===== src/rtl/sigma_delta_dac_pkg.sv =====
// Shared constants and width derivations for the sigma-delta DAC path.
// Contents:
//   DEF_*            default build parameters (24-bit PCM, 3rd-order CIC, R=64)
//   U1_GUARD/U2_GUARD  headroom bits of the modulator integrators above IN_WIDTH
//   fs_exp()         FS = 2**fs_exp(IN_WIDTH)
//   log2_ratio()     log2 of the (power-of-two) interpolation ratio
//   comb_width()     comb chain width
//   integ_width()    integrator chain width
//   cic_shift()      output shift for unity DC gain
//   u1_width()/u2_width()  modulator state widths
package sigma_delta_dac_pkg;

  localparam int DEF_IN_WIDTH  = 24;
  localparam int DEF_CIC_ORDER = 3;
  localparam int DEF_CIC_R     = 64;

  localparam int U1_GUARD = 3;
  localparam int U2_GUARD = 5;

  function automatic int fs_exp(input int w);
    return w - 1;
  endfunction

  function automatic int log2_ratio(input int r);
    return $clog2(r);
  endfunction

  function automatic int comb_width(input int w, input int n);
    return w + n;
  endfunction

  function automatic int integ_width(input int w, input int n, input int r);
    return w + n * log2_ratio(r);
  endfunction

  function automatic int cic_shift(input int n, input int r);
    return (n - 1) * log2_ratio(r);
  endfunction

  function automatic int u1_width(input int w);
    return w + U1_GUARD;
  endfunction

  function automatic int u2_width(input int w);
    return w + U2_GUARD;
  endfunction

endpackage


===== src/rtl/sd_mod2.sv =====
// Second-order 1-bit delta-sigma modulator.
// Ports:
//   i_clk, i_rst_n  clock, asynchronous active-low reset
//   i_tick          bit-rate strobe; state advances only on this strobe
//   i_v             signed input sample, full scale = 2**(IN_WIDTH-1)
//   o_data          bitstream (1 = +FS, 0 = -FS), held between ticks
//   o_valid         one-cycle pulse, 1 clock after i_tick
module sd_mod2
  import sigma_delta_dac_pkg::*;
#(
  parameter int IN_WIDTH = DEF_IN_WIDTH
) (
  input  logic                       i_clk,
  input  logic                       i_rst_n,
  input  logic                       i_tick,
  input  logic signed [IN_WIDTH-1:0] i_v,
  output logic                       o_data,
  output logic                       o_valid
);

  localparam int U1_W = u1_width(IN_WIDTH);
  localparam int U2_W = u2_width(IN_WIDTH);
  localparam int FSE  = fs_exp(IN_WIDTH);

  // FS in the first-stage sum width, 2*FS in the second-stage sum width
  localparam logic signed [U1_W:0] FS1   = {{(U1_W-FSE){1'b0}}, 1'b1, {FSE{1'b0}}};
  localparam logic signed [U2_W:0] FS2X2 = {{(U2_W-FSE-1){1'b0}}, 1'b1, {(FSE+1){1'b0}}};

  logic signed [U1_W-1:0] r_u1;
  logic signed [U2_W-1:0] r_u2;
  logic                   r_data;
  logic                   r_valid;

  logic signed [U1_W:0]   w_fb1;
  logic signed [U2_W:0]   w_fb2;
  logic signed [U1_W:0]   w_s1;
  logic signed [U2_W:0]   w_s2;
  logic signed [U1_W-1:0] w_u1;
  logic signed [U2_W-1:0] w_u2;

  // Sums carry one extra bit so they never wrap; saturation then clamps
  // whenever the top two bits disagree.
  always_comb begin
    w_fb1 = r_data ? FS1 : -FS1;
    w_fb2 = r_data ? FS2X2 : -FS2X2;

    w_s1 = {r_u1[U1_W-1], r_u1}
         + {{(U1_W+1-IN_WIDTH){i_v[IN_WIDTH-1]}}, i_v}
         - w_fb1;
    if (w_s1[U1_W] != w_s1[U1_W-1]) begin
      w_u1 = {w_s1[U1_W], {(U1_W-1){~w_s1[U1_W]}}};
    end else begin
      w_u1 = w_s1[U1_W-1:0];
    end

    w_s2 = {r_u2[U2_W-1], r_u2}
         + {{(U2_W+1-U1_W){w_u1[U1_W-1]}}, w_u1}
         - w_fb2;
    if (w_s2[U2_W] != w_s2[U2_W-1]) begin
      w_u2 = {w_s2[U2_W], {(U2_W-1){~w_s2[U2_W]}}};
    end else begin
      w_u2 = w_s2[U2_W-1:0];
    end
  end

  always_ff @(posedge i_clk or negedge i_rst_n) begin
    if (!i_rst_n) begin
      r_u1    <= '0;
      r_u2    <= '0;
      r_data  <= 1'b0;
      r_valid <= 1'b0;
    end else begin
      r_valid <= i_tick;
      if (i_tick) begin
        r_u1   <= w_u1;
        r_u2   <= w_u2;
        r_data <= ~w_u2[U2_W-1];
      end
    end
  end

  assign o_data  = r_data;
  assign o_valid = r_valid;

endmodule


===== src/rtl/sigma_delta_dac.sv =====
// PCM to 1-bit bitstream: one-entry input buffer, CIC interpolator (xR),
// second-order delta-sigma modulator.
// Ports:
//   clk, rst_n               clock, asynchronous active-low reset
//   pcm_in, pcm_valid        signed PCM sample and its valid
//   pcm_ready                registered, equals !buffer_full (0 in reset)
//   bit_tick                 single-cycle output bit-rate strobe
//   data_out, data_out_valid bitstream and its update pulse
//   underrun                 pulse when a frame boundary finds the buffer empty
module sigma_delta_dac
  import sigma_delta_dac_pkg::*;
#(
  parameter int IN_WIDTH  = DEF_IN_WIDTH,
  parameter int CIC_ORDER = DEF_CIC_ORDER,
  parameter int CIC_R     = DEF_CIC_R
) (
  input  logic                       clk,
  input  logic                       rst_n,
  input  logic signed [IN_WIDTH-1:0] pcm_in,
  input  logic                       pcm_valid,
  output logic                       pcm_ready,
  input  logic                       bit_tick,
  output logic                       data_out,
  output logic                       data_out_valid,
  output logic                       underrun
);

  localparam int          LOG2_R = log2_ratio(CIC_R);
  localparam int          COMB_W = comb_width(IN_WIDTH, CIC_ORDER);
  localparam int          INT_W  = integ_width(IN_WIDTH, CIC_ORDER, CIC_R);
  localparam int          SHIFT  = cic_shift(CIC_ORDER, CIC_R);
  localparam int unsigned N      = CIC_ORDER;

  logic signed [IN_WIDTH-1:0] r_buf;
  logic                       r_buf_full;
  logic                       r_ready;
  logic                       r_underrun;
  logic [LOG2_R-1:0]          r_phase;
  logic signed [COMB_W-1:0]   r_dly [N];
  logic signed [COMB_W-1:0]   r_comb_out;
  logic signed [INT_W-1:0]    r_int [N];

  logic                       w_accept;
  logic                       w_boundary;
  logic                       w_first;
  logic                       w_full_nxt;
  logic signed [COMB_W-1:0]   w_ci [N+1];
  logic signed [INT_W-1:0]    w_ii [N+1];
  logic signed [INT_W-1:0]    w_sh;
  logic [INT_W-IN_WIDTH:0]    w_hi;
  logic signed [IN_WIDTH-1:0] w_v;

  assign w_accept   = pcm_valid && r_ready;
  // CIC_R is a power of two, so phase == CIC_R-1 is the all-ones pattern
  assign w_boundary = bit_tick && (&r_phase);
  assign w_first    = bit_tick && (r_phase == '0);
  assign w_full_nxt = w_accept || (r_buf_full && !w_boundary);

  always_comb begin
    // Comb input: buffered sample, or the previous sample (held in the
    // first delay) when the buffer is empty, which makes that frame's
    // first comb difference zero.
    w_ci[0] = r_buf_full ? {{(COMB_W-IN_WIDTH){r_buf[IN_WIDTH-1]}}, r_buf} : r_dly[0];
    for (int unsigned k = 0; k < N; k++) begin
      w_ci[k+1] = w_ci[k] - r_dly[k];
    end

    // Zero insertion: the comb result feeds the integrators only on the
    // first tick of each frame. The chain is combinational so a new sample
    // reaches the modulator on that same tick.
    w_ii[0] = w_first ? {{(INT_W-COMB_W){r_comb_out[COMB_W-1]}}, r_comb_out} : '0;
    for (int unsigned k = 0; k < N; k++) begin
      w_ii[k+1] = r_int[k] + w_ii[k];
    end

    w_sh = w_ii[N] >>> SHIFT;
    w_hi = w_sh[INT_W-1:IN_WIDTH-1];
    if ((&w_hi) || !(|w_hi)) begin
      w_v = w_sh[IN_WIDTH-1:0];
    end else begin
      w_v = {w_sh[INT_W-1], {(IN_WIDTH-1){~w_sh[INT_W-1]}}};
    end
  end

  always_ff @(posedge clk or negedge rst_n) begin
    if (!rst_n) begin
      r_buf      <= '0;
      r_buf_full <= 1'b0;
      r_ready    <= 1'b0;
      r_underrun <= 1'b0;
      r_phase    <= '0;
      r_comb_out <= '0;
      for (int unsigned k = 0; k < N; k++) begin
        r_dly[k] <= '0;
        r_int[k] <= '0;
      end
    end else begin
      if (w_accept) begin
        r_buf <= pcm_in;
      end
      r_buf_full <= w_full_nxt;
      r_ready    <= !w_full_nxt;
      r_underrun <= w_boundary && !r_buf_full;
      if (bit_tick) begin
        r_phase <= r_phase + LOG2_R'(1);
        for (int unsigned k = 0; k < N; k++) begin
          r_int[k] <= w_ii[k+1];
        end
      end
      if (w_boundary) begin
        r_comb_out <= w_ci[N];
        for (int unsigned k = 0; k < N; k++) begin
          r_dly[k] <= w_ci[k];
        end
      end
    end
  end

  assign pcm_ready = r_ready;
  assign underrun  = r_underrun;

  sd_mod2 #(
    .IN_WIDTH(IN_WIDTH)
  ) u_mod (
    .i_clk   (clk),
    .i_rst_n (rst_n),
    .i_tick  (bit_tick),
    .i_v     (w_v),
    .o_data  (data_out),
    .o_valid (data_out_valid)
  );

endmodule


===== config.mk =====
export PLATFORM = sky130hd
export DESIGN_NAME = sigma_delta_dac
export DESIGN_NICKNAME = d
export VERILOG_FILES = /design/src/rtl/sigma_delta_dac_pkg.sv /design/src/rtl/sd_mod2.sv /design/src/rtl/sigma_delta_dac.sv
export SDC_FILE = /design/constraint.sdc
export NUM_CORES = 1
export LEC_CHECK = 0
export ABC_AREA = 1
export CORE_MARGIN = 2
export CORE_UTILIZATION = 35
export CTS_BUF_LIST = sky130_fd_sc_hd__clkbuf_8
export DETAILED_ROUTE_END_ITERATION = 12
export PLACE_DENSITY = 0.49
export SYNTH_ARGS = -nofsm -noshare
export SYNTH_HDL_FRONTEND = slang
export SYNTH_SLANG_ARGS = --single-unit

===== constraint.sdc =====
create_clock -name clk -period 13.2 [get_ports clk]
set_clock_uncertainty 0.2 [all_clocks]
set_input_delay 2.64 -clock clk [delete_from_list [all_inputs] [get_ports clk]]
set_output_delay 2.64 -clock clk [all_outputs]
set_load 0.005 [all_outputs]

==> impl_metrics.json <==
{
  "arrival_ns": 14.39,
  "synth-edff-count": 0,
  "routed_wl_mm": 84.6,
  "wl_per_cell_microns": 14.6,
  "via_per_inst": 4.68,
  "slowest_delay_ns": 0.35,
  "worst_slack_ns": -0.775,
  "globalplace.congestion": 0.923,
  "drc": 0,
  "critPathSlowestCell": "fa_2",
  "die_y_microns": 285,
  "status": "complete, but fails checks",
  "fmax_mhz": 71.6,
  "synth-main-ff-cell": "dfrtp_1",
  "place_inst": 5581,
  "cts.sinks": 325,
  "drt_iter0_drc": 1182,
  "finalSetupViolations": 30,
  "antenna_found_initial": 1,
  "maxSlewHeadroom": 0.320,
  "clk_latency_ns": 0.70,
  "drv_cap": 0,
  "cp-start-kind": "primary input",
  "drive_above_1_share": 0.285,
  "required_ns": 13.62,
  "grt_pass1_wl_mm": 137,
  "ant_nets": 0,
  "cts_buffers": 68,
  "cts_tree": "built",
  "gr-total-overflow": 0,
  "initial_core_util": 0.352,
  "first_pass_iters": 6,
  "nNetsFinal": 5059,
  "synth_nets": 4165,
  "dp_slack_ns": -1.87,
  "fill_cells": 7999,
  "ios": 32,
  "fin_crit_sh": 1.06,
  "holdCritPathClass": "reg -> reg",
  "rsz0062_at_grt": "true",
  "portBuffers": 31,
  "hold_viol": 0,
  "crit_fanout": 16,
  "die-area_sq_mm": 0.0812,
  "yosysWarningCount": 0,
  "die_w_microns": 285,
  "seq_area_sq_mm": 0.00813,
  "areaGrowthSynthToFinish_pct": 40.3,
  "period_needed_ns": 13.97,
  "row_count": 103,
  "synth_top_cell_area_share": 0.294,
  "hpwl_mm": 64.4,
  "endpoint_kind": "register",
  "async_flop_share": 1.00,
  "htree_levels": 3,
  "synth.area.top_cells": "dfrtp_1 (29%), ha_1 (14%), nand2_1 (13%)",
  "synth-seq-cells": 325,
  "worstSetupPathType": "in -> reg",
  "tightest_slew_ns": 1.02,
  "cts_buffer_depth": 3,
  "multi_input_area_sq_mm": 0.0186,
  "grt_use_total": 0.207,
  "fin_tns_setup_ns": -21.81,
  "yosysSeqAreaShare": 0.294,
  "hold_buffers": 0,
  "synth_area_leader_cell": "dfrtp_1",
  "violations": "negative setup slack",
  "clk_pin_slew_ns": 0.06,
  "synthesis.area_sq_mm": 0.0276,
  "vias": 27214,
  "grt_max_degree": 145,
  "grt_pass1_vias": 27068,
  "slew_violations": 0,
  "final_util": 0.493,
  "syn-mean-instance-area_sq_um": 7.24,
  "final_cells": 5809,
  "core_sq_mm": 0.0786,
  "synthCells": 3816,
  "synth_cell_types": 63,
  "cts-root-buf": "clkbuf_8"
}
cells in the mapped netlist, types with 25 or more instances:
master and n:
a21oi_1 304, a21oi_2 25, a31oi_1 48, clkbuf_1 56, dfrtp_1 325, ha_1 308
inv_1 549, nand2_1 930, nand3_1 84, nor2_1 247, nor3_1 29, o21a_1 37
o21ai_0 330, o21ai_1 46, xnor2_1 87, xor2_1 127
repair_timing:
action | CTS | global route
buffers inserted | 63 | 44
setup endpoints to repair | 30 | 30
pin swaps | 77 | 102
gates resized for setup | 134 | 180
gates cloned | 2 | 1
metal layers:
metal,vias up,global-route usage,part of all wire
met5,-,0,0
met4,0,0.0628,0.027
met3,115,0.0238,0.027
met2,324,0.341,0.46
met1,12453,0.284,0.49
li1,14322,-,-
final cells by class:
class / instances / area share
well taps: 1050 / 0.0339
inverters: 559 / 0.0546
flip-flops and latches: 325 / 0.210
clock inverters: 37 / 0.00865
diodes: 1 / 0.0000645
multi-input cells: 2850 / 0.481
clock buffers: 81 / 0.0287
repair buffers: 906 / 0.184
flip-flops by register name, indices dropped and copies added (netlist names):
name and flops:
u_mod.r_u2 29, underrun 1, r_phase 6, r_buf 24, u_mod.o_data 1, u_mod.o_valid 1
r_buf_full 1, r_int 126, pcm_ready 1, r_dly 81, u_mod.r_u1 27, r_comb_out 27
cell families (layout without fill, tap and decap cells):
family	Yosys count	count (layout)	synth area share
and+or+nand+nor	1404	1404	0.209
muxes	25	25	0.0101
xor gates and xnor gates	216	216	0.0690
DFF	325	325	0.294
AOI/OAI and AO/OA	884	884	0.179
buffers and inverters	641	1583	0.0895
adders and majority gates	321	321	0.149
other	0	1	0
worst paths after layout:
check                           start            end  slack, ns  depth (start not counted)
max                          bit_tick  u_mod.r_u2[6]      -0.77                         89
min                         r_dly[24]      r_dly[24]       0.28                          2
max reg2reg                r_phase[1]  u_mod.r_u2[6]       0.59                         90
min reg2reg                 r_dly[24]      r_dly[24]       0.28                          2
max in group asynchronous       rst_n       r_dly[0]       8.95                          3
min in group asynchronous       rst_n      r_int[31]       1.75                          1
through the flow:
step,hold slack (ns),cell area [sq um]
3_5_place_dp,0.267,35000
5_1_grt,0.299,38800
6_report,0.277,38800
2_1_floorplan,0.242,28000
4_1_cts,0.280,37700
3_3_place_gp,0.262,35000
placed cells by master (no fill, tap or decap), types with 29 or more instances in the layout:
cell type / instances
a21oi_1: 251
a21oi_2: 68
a31oi_1: 42
buf_4: 850
clkbuf_8: 81
clkdlybuf4s50_1: 29
dfrtp_1: 325
ha_1: 264
ha_4: 36
inv_1: 540
inv_2: 29
nand2_1: 899
nand2_2: 41
nand3_1: 76
nor2_1: 227
o21a_1: 37
o21ai_0: 299
o21ai_1: 51
xnor2_1: 77
xor2_1: 117
critical path: cells and delay by family:
family | cells | cell delay (ns)
XOR/XNOR | 5 | 0.96
AND/OR/NAND/NOR | 29 | 2.55
adder cells (fa/ha/maj) | 9 | 2.26
buffers and inverters | 18 | 1.52
AO/OA/AOI/OAI | 28 | 4.40
Power is not shown: default switching activity piles up to over one toggle a cycle in this logic, so the estimate is an artifact.
